### src/rtl/rns_mac_64.sv
// Multiply-accumulate engine over a 9-channel residue number system.
// Channel 0 is mod 2 (one bit); channels 1..8 are 8-bit pairwise-coprime moduli.
module rns_mac_64 #(
    parameter int LEN_W = 8
) (
    input  logic             clk,
    input  logic             rst,
    input  logic             start,
    input  logic [LEN_W-1:0] len,
    input  logic             in_valid,
    output logic             in_ready,
    input  logic [64:0]      a_rns,
    input  logic [64:0]      b_rns,
    output logic             out_valid,
    input  logic             out_ready,
    output logic [64:0]      out_rns,
    output logic             busy
);

    typedef enum logic [1:0] {IDLE = 2'd0, ACCUM = 2'd1, DRAIN = 2'd2, DONE = 2'd3} state_t;

    localparam logic [LEN_W-1:0] LEN_ONE  = LEN_W'(1);
    localparam logic [LEN_W-1:0] LEN_ZERO = LEN_W'(0);

    // Moduli of channels 1..8; their product with 2 exceeds 2**64.
    function automatic logic [7:0] modulus(input int ch);
        logic [7:0] m;
        case (ch)
            1:       m = 8'd255;
            2:       m = 8'd253;
            3:       m = 8'd251;
            4:       m = 8'd247;
            5:       m = 8'd241;
            6:       m = 8'd239;
            7:       m = 8'd233;
            8:       m = 8'd229;
            default: m = 8'd255;
        endcase
        return m;
    endfunction

    function automatic logic [7:0] mod_acc(input logic [7:0] acc, input logic [15:0] p,
                                           input logic [7:0] m);
        logic [7:0] r;
        logic [8:0] s;
        r = 8'(p % {8'd0, m});
        s = {1'b0, acc} + {1'b0, r};
        if (s >= {1'b0, m}) begin
            return 8'(s - {1'b0, m});
        end else begin
            return s[7:0];
        end
    endfunction

    state_t           state_r, state_next_s;
    logic [LEN_W-1:0] len_r, cnt_r;
    logic             in_ready_r, out_valid_r, busy_r;
    logic             p_vld_r, p0_r, acc0_r;
    logic [15:0]      p_r   [1:8];
    logic [7:0]       acc_r [1:8];
    logic             xfer_s, last_s, clr_s;

    assign xfer_s = in_valid & in_ready_r;
    assign last_s = (cnt_r == (len_r - LEN_ONE));
    assign clr_s  = (state_r == IDLE) & start;

    // State register.
    always_ff @(posedge clk or posedge rst) begin
        if (rst) begin
            state_r <= IDLE;
        end else begin
            state_r <= state_next_s;
        end
    end

    // Next-state logic; start is only looked at in IDLE.
    always_comb begin
        state_next_s = state_r;
        case (state_r)
            IDLE: begin
                if (start) begin
                    state_next_s = (len != LEN_ZERO) ? ACCUM : DONE;
                end else begin
                    state_next_s = IDLE;
                end
            end
            ACCUM: begin
                if (xfer_s && last_s) begin
                    state_next_s = DRAIN;
                end else begin
                    state_next_s = ACCUM;
                end
            end
            DRAIN:   state_next_s = DONE;
            DONE: begin
                if (out_valid_r && out_ready) begin
                    state_next_s = IDLE;
                end else begin
                    state_next_s = DONE;
                end
            end
            default: state_next_s = IDLE;
        endcase
    end

    // Handshake/status flags registered from the next state so they align with state_r.
    always_ff @(posedge clk or posedge rst) begin
        if (rst) begin
            in_ready_r  <= 1'b0;
            out_valid_r <= 1'b0;
            busy_r      <= 1'b0;
        end else begin
            in_ready_r  <= (state_next_s == ACCUM);
            out_valid_r <= (state_next_s == DONE);
            busy_r      <= (state_next_s != IDLE);
        end
    end

    // Term length latch and transfer counter.
    always_ff @(posedge clk or posedge rst) begin
        if (rst) begin
            len_r <= LEN_ZERO;
            cnt_r <= LEN_ZERO;
        end else if (clr_s) begin
            len_r <= len;
            cnt_r <= LEN_ZERO;
        end else if (xfer_s) begin
            cnt_r <= cnt_r + LEN_ONE;
        end
    end

    // Stage 1: per-channel raw products of the accepted pair.
    always_ff @(posedge clk or posedge rst) begin
        if (rst) begin
            p_vld_r <= 1'b0;
            p0_r    <= 1'b0;
            for (int i = 1; i <= 8; i++) p_r[i] <= 16'd0;
        end else begin
            p_vld_r <= xfer_s;
            if (xfer_s) begin
                p0_r <= a_rns[0] & b_rns[0];
                for (int i = 1; i <= 8; i++) p_r[i] <= 16'(a_rns[8*i -: 8]) * 16'(b_rns[8*i -: 8]);
            end
        end
    end

    // Stage 2: reduce each product and add it modulo the channel modulus.
    always_ff @(posedge clk or posedge rst) begin
        if (rst) begin
            acc0_r <= 1'b0;
            for (int i = 1; i <= 8; i++) acc_r[i] <= 8'd0;
        end else if (clr_s) begin
            acc0_r <= 1'b0;
            for (int i = 1; i <= 8; i++) acc_r[i] <= 8'd0;
        end else if (p_vld_r) begin
            acc0_r <= acc0_r ^ p0_r;
            for (int i = 1; i <= 8; i++) acc_r[i] <= mod_acc(acc_r[i], p_r[i], modulus(i));
        end
    end

    assign out_rns[0] = acc0_r;
    for (genvar g = 1; g <= 8; g++) begin : g_out
        assign out_rns[8*g -: 8] = acc_r[g];
    end

    assign in_ready  = in_ready_r;
    assign out_valid = out_valid_r;
    assign busy      = busy_r;

endmodule

### config.mk
export PLATFORM = sky130hd
export DESIGN_NAME = rns_mac_64
export DESIGN_NICKNAME = d
export VERILOG_FILES = /design/src/rtl/rns_mac_64.sv
export SDC_FILE = /design/constraint.sdc
export NUM_CORES = 2
export LEC_CHECK = 0
export ABC_CLOCK_PERIOD_IN_PS = 23200
export BUFFER_PORTS_ARGS = -buffer_cell sky130_fd_sc_hd__buf_2
export CAP_MARGIN = 40
export CELL_PAD_IN_SITES_DETAIL_PLACEMENT = 1
export CELL_PAD_IN_SITES_GLOBAL_PLACEMENT = 1
export CORE_UTILIZATION = 53
export DETAILED_ROUTE_END_ITERATION = 10
export PLACE_DENSITY = 0.89
export SYNTH_ARGS = -nofsm -noshare
export SYNTH_HDL_FRONTEND = slang
export SYNTH_SLANG_ARGS = --single-unit
### constraint.sdc
create_clock -name clk -period 23.2 [get_ports clk]
set_clock_uncertainty 0.15 [all_clocks]
set_input_delay 4.64 -clock clk [delete_from_list [all_inputs] [get_ports clk]]
set_output_delay 4.64 -clock clk [all_outputs]
set_load 0.02 [all_outputs]
==> run_results.csv <==
group,metric,value,unit
sta,layout_setup_ws,10.11,ns
cells_and_area,final.fill_count,11427,
synth,synth_cells,6229,
sta,hold-worst-slack,0.399,ns
detailed_routing,postRouteAntennaNets,0,
critical_path,worst-path-buf-inv,2,
floorplanning,effective_utilization_at_floorplan,0.535,
sta,max_slew_margin,0.349,
floorplanning,dieHeight,303,um
critical_path,worst-path-max-fanout,15,
floorplanning,placement_rows,110,
critical_path,crit_path_max_incr_delay,0.87,ns
critical_path,critPathRequiredTime,23.52,ns
global_route,globalRouteOverflowTotal,0,
global_route,first_global_vias,49819,
floorplanning,design.core.area,0.0900,mm^2
synth,synth_sequential_area_ratio,0.112,
sta,setup_tns,0,ns
clocking,worstSkewPairLatency,0.59,ns
cells_and_area,layout-area-overhead-vs-synth,6.11,%
global_route,globalRouteTotalUtil,0.321,
detailed_routing,route.vias.total,47439,
global_route,grt_first_pass_wirelength,249,mm
cells_and_area,layout_common_cells,"720 x sky130_fd_sc_hd__nand2_1, 571 x sky130_fd_sc_hd__inv_1, 392 x sky130_fd_sc_hd__ha_1",
place,hpwl,118,mm
critical_path,setup.worst_path.class,"flop to flop",
critical_path,timing.critical_path.mode_cell,"sky130_fd_sc_hd__xnor2_1",
cells_and_area,fin_nets,7104,
outcome,run_status,"complete, no violations",
clocking,postCtsHoldBufs,0,
floorplanning,die-area,0.0921,mm^2
synth,yosys.cell_types.count,143,
critical_path,worst_ep_arrival_time,13.41,ns
critical_path,critical_path.startpoint_type,"flop",
clocking,post_cts_resized,0,
synth,asyncSetResetFlopFracSynth,1.00,
cells_and_area,post_route_cells_drive_above_1_share,0.0886,
cells_and_area,final_core_util,0.568,
synth,syn-num-nets,7060,
sta,report.final.setup_viol,0,
clocking,cts_buffer_depth,3,
global_route,grt_start_max_net_pins,95,
synth,synth_top_cells_by_area,"sky130_fd_sc_hd__fa_1 12%, sky130_fd_sc_hd__dfrtp_1 11%, sky130_fd_sc_hd__ha_1 10%, sky130_fd_sc_hd__nand2_1 5.6%, sky130_fd_sc_hd__xnor2_1 5.4%",
clocking,cts.htree.levels,2,
synth,synth_area,0.0482,mm^2
synth,synth.top_cell.area_share,0.123,
global_route,antenna_violations_before_repair,4,
sta,post-route-min-period,13.09,ns
synth,yosys.area.top_type,"sky130_fd_sc_hd__fa_1",
clocking,worst_setup_hold_path_clk_slew,0.05,ns
floorplanning,die_x,303,um
sta,rsz0062_at_grt,"no",
floorplanning,io_pins,211,
sta,drv_slew,0,
worst_hold_path,worstHoldPathType,"flop to flop",
critical_path,cp_top_family,"compound AO/OA/AOI/OAI gates",
clocking,tritoncts,"done",
detailed_routing,detail_route.iter0.violations,2839,
synth,yosys_register_bits,216,
clocking,number_of_buffers_created_by_cts,34,
critical_path,worst_path_max_delay_cell,"sky130_fd_sc_hd__a221oi_2",
place,dpl_worst_slack,10.27,ns
critical_path,critical_path.endpoint_type,"flop",
detailed_routing,drt_wl_cell,20.1,um
place,routabilityCongestion,0.887,
synth,synth_top_flop_cell,"sky130_fd_sc_hd__dfrtp_1",
detailed_routing,route.detailed.vias_per_inst,6.34,
synth,post_synth.cell_area_avg,7.73,um^2
synth,synth_enable_flop_cells,0,
clocking,post_cts_buffers,0,
detailed_routing,detail_route.wirelength,150,mm
job,maxCapViolCount,0,
clocking,cts_root_buffer,"sky130_fd_sc_hd__clkbuf_16",
cells_and_area,layout_commonest_cell,"sky130_fd_sc_hd__nand2_1",
place,buffer_ports.inserted,210,
sta,post-route-period-util,0.564,
sta,timing_worst_slew_pin_value,0.964,ns
sta,timing.fmax,76.4,MHz
sta,final_hold_viol_count,0,
clocking,numClockSinks,216,
detailed_routing,drt_pass1_iterations,5,
detailed_routing,drc,0,
synth,synthesis.yosys.warnings,0,
-- final timing paths --
check	from	end	slack, ns	cells after the start
max	p_r[15]	out_rns[63]	10.11	48
min	acc0_r	acc0_r	0.40	2
max reg2reg	p_r[15]	out_rns[63]	10.11	48
min reg2reg	acc0_r	acc0_r	0.40	2
max in group asynchronous	rst	p_r[1]	17.59	4
min in group asynchronous	rst	len_r[2]	4.00	2
-- metal layers --
layer | part of all wire | track usage | vias up
li1 | - | - | 22386
met1 | 0.43 | 0.396 | 23776
met2 | 0.50 | 0.574 | 989
met3 | 0.038 | 0.0367 | 288
met4 | 0.032 | 0.115 | 0
met5 | 0 | 0 | -
-- worst reg2reg max path, delay by kind of cell (launching register included) --
kind,cells,cell delay (ns)
xor+xnor,7,1.71
flops,1,0.63
fa+ha+maj,4,1.09
buf+inv,2,0.11
simple gates,17,3.49
compound gates,18,5.78
-- area by class of cell --
| cell class | instances | area, um^2 | area share |
|---|---|---|---|
| multi-input cells | 5214 | 39700 | 0.776 |
| flip-flops and latches | 216 | 5410 | 0.106 |
| inverters | 577 | 2170 | 0.0425 |
| well taps | 1176 | 1470 | 0.0288 |
| repair buffers | 230 | 1220 | 0.0238 |
| clock buffers | 45 | 952 | 0.0186 |
| clock inverters | 16 | 208 | 0.00406 |
| diodes | 4 | 10.0 | 0.000196 |
-- cell families after synthesis --
group | share of synthesized area
and+or+nand+nor | 0.226
DFF | 0.112
buffers and inverters | 0.0645
muxes | 0.0286
AOI/OAI and AO/OA | 0.268
adders and majority gates | 0.229
xor gates and xnor gates | 0.0722
-- synth_stat cells (24+ instances only) --
library cell and count:
sky130_fd_sc_hd__a211oi_1 119, sky130_fd_sc_hd__a21o_1 81, sky130_fd_sc_hd__a21oi_1 328, sky130_fd_sc_hd__a31o_2 32, sky130_fd_sc_hd__a31oi_1 73, sky130_fd_sc_hd__and2_1 331, sky130_fd_sc_hd__and3_1 68, sky130_fd_sc_hd__buf_2 47
sky130_fd_sc_hd__clkbuf_1 150, sky130_fd_sc_hd__dfrtp_1 216, sky130_fd_sc_hd__fa_1 296, sky130_fd_sc_hd__ha_1 392, sky130_fd_sc_hd__inv_1 573, sky130_fd_sc_hd__mux2_2 44, sky130_fd_sc_hd__mux2i_1 84, sky130_fd_sc_hd__nand2_1 721
sky130_fd_sc_hd__nand2b_1 50, sky130_fd_sc_hd__nand3_1 154, sky130_fd_sc_hd__nand4_1 50, sky130_fd_sc_hd__nor2_1 386, sky130_fd_sc_hd__nor2b_1 43, sky130_fd_sc_hd__nor3_1 128, sky130_fd_sc_hd__nor3b_1 24, sky130_fd_sc_hd__nor4_1 34
sky130_fd_sc_hd__o2111ai_1 26, sky130_fd_sc_hd__o211a_1 24, sky130_fd_sc_hd__o211ai_1 75, sky130_fd_sc_hd__o21a_1 48, sky130_fd_sc_hd__o21ai_0 340, sky130_fd_sc_hd__o21ai_1 34, sky130_fd_sc_hd__o21bai_1 92, sky130_fd_sc_hd__o22ai_1 30
sky130_fd_sc_hd__o31a_1 25, sky130_fd_sc_hd__o31ai_1 56, sky130_fd_sc_hd__or2_2 45, sky130_fd_sc_hd__or3_1 42, sky130_fd_sc_hd__xnor2_1 296, sky130_fd_sc_hd__xor2_1 92
-- stage by stage --
step	area [um^2]	std cells
2_1_floorplan	48200	6229
3_3_place_gp	49900	7404
3_5_place_dp	49900	7410
5_1_grt	51100	7476
4_1_cts	51100	7471
6_report	51100	7478
-- sequential cells by signal, indices dropped and copies added, names as in the netlist --
signal	cells
out_valid	1
busy	1
p_vld_r	1
state_r	2
out_rns	64
acc0_r	1
cnt_r	8
p0_r	1
len_r	8
in_ready	1
p_r	128
Power is left out: the tool's default activity adds up to more than one toggle a clock period on the data nets, which glitch-free logic cannot reach.
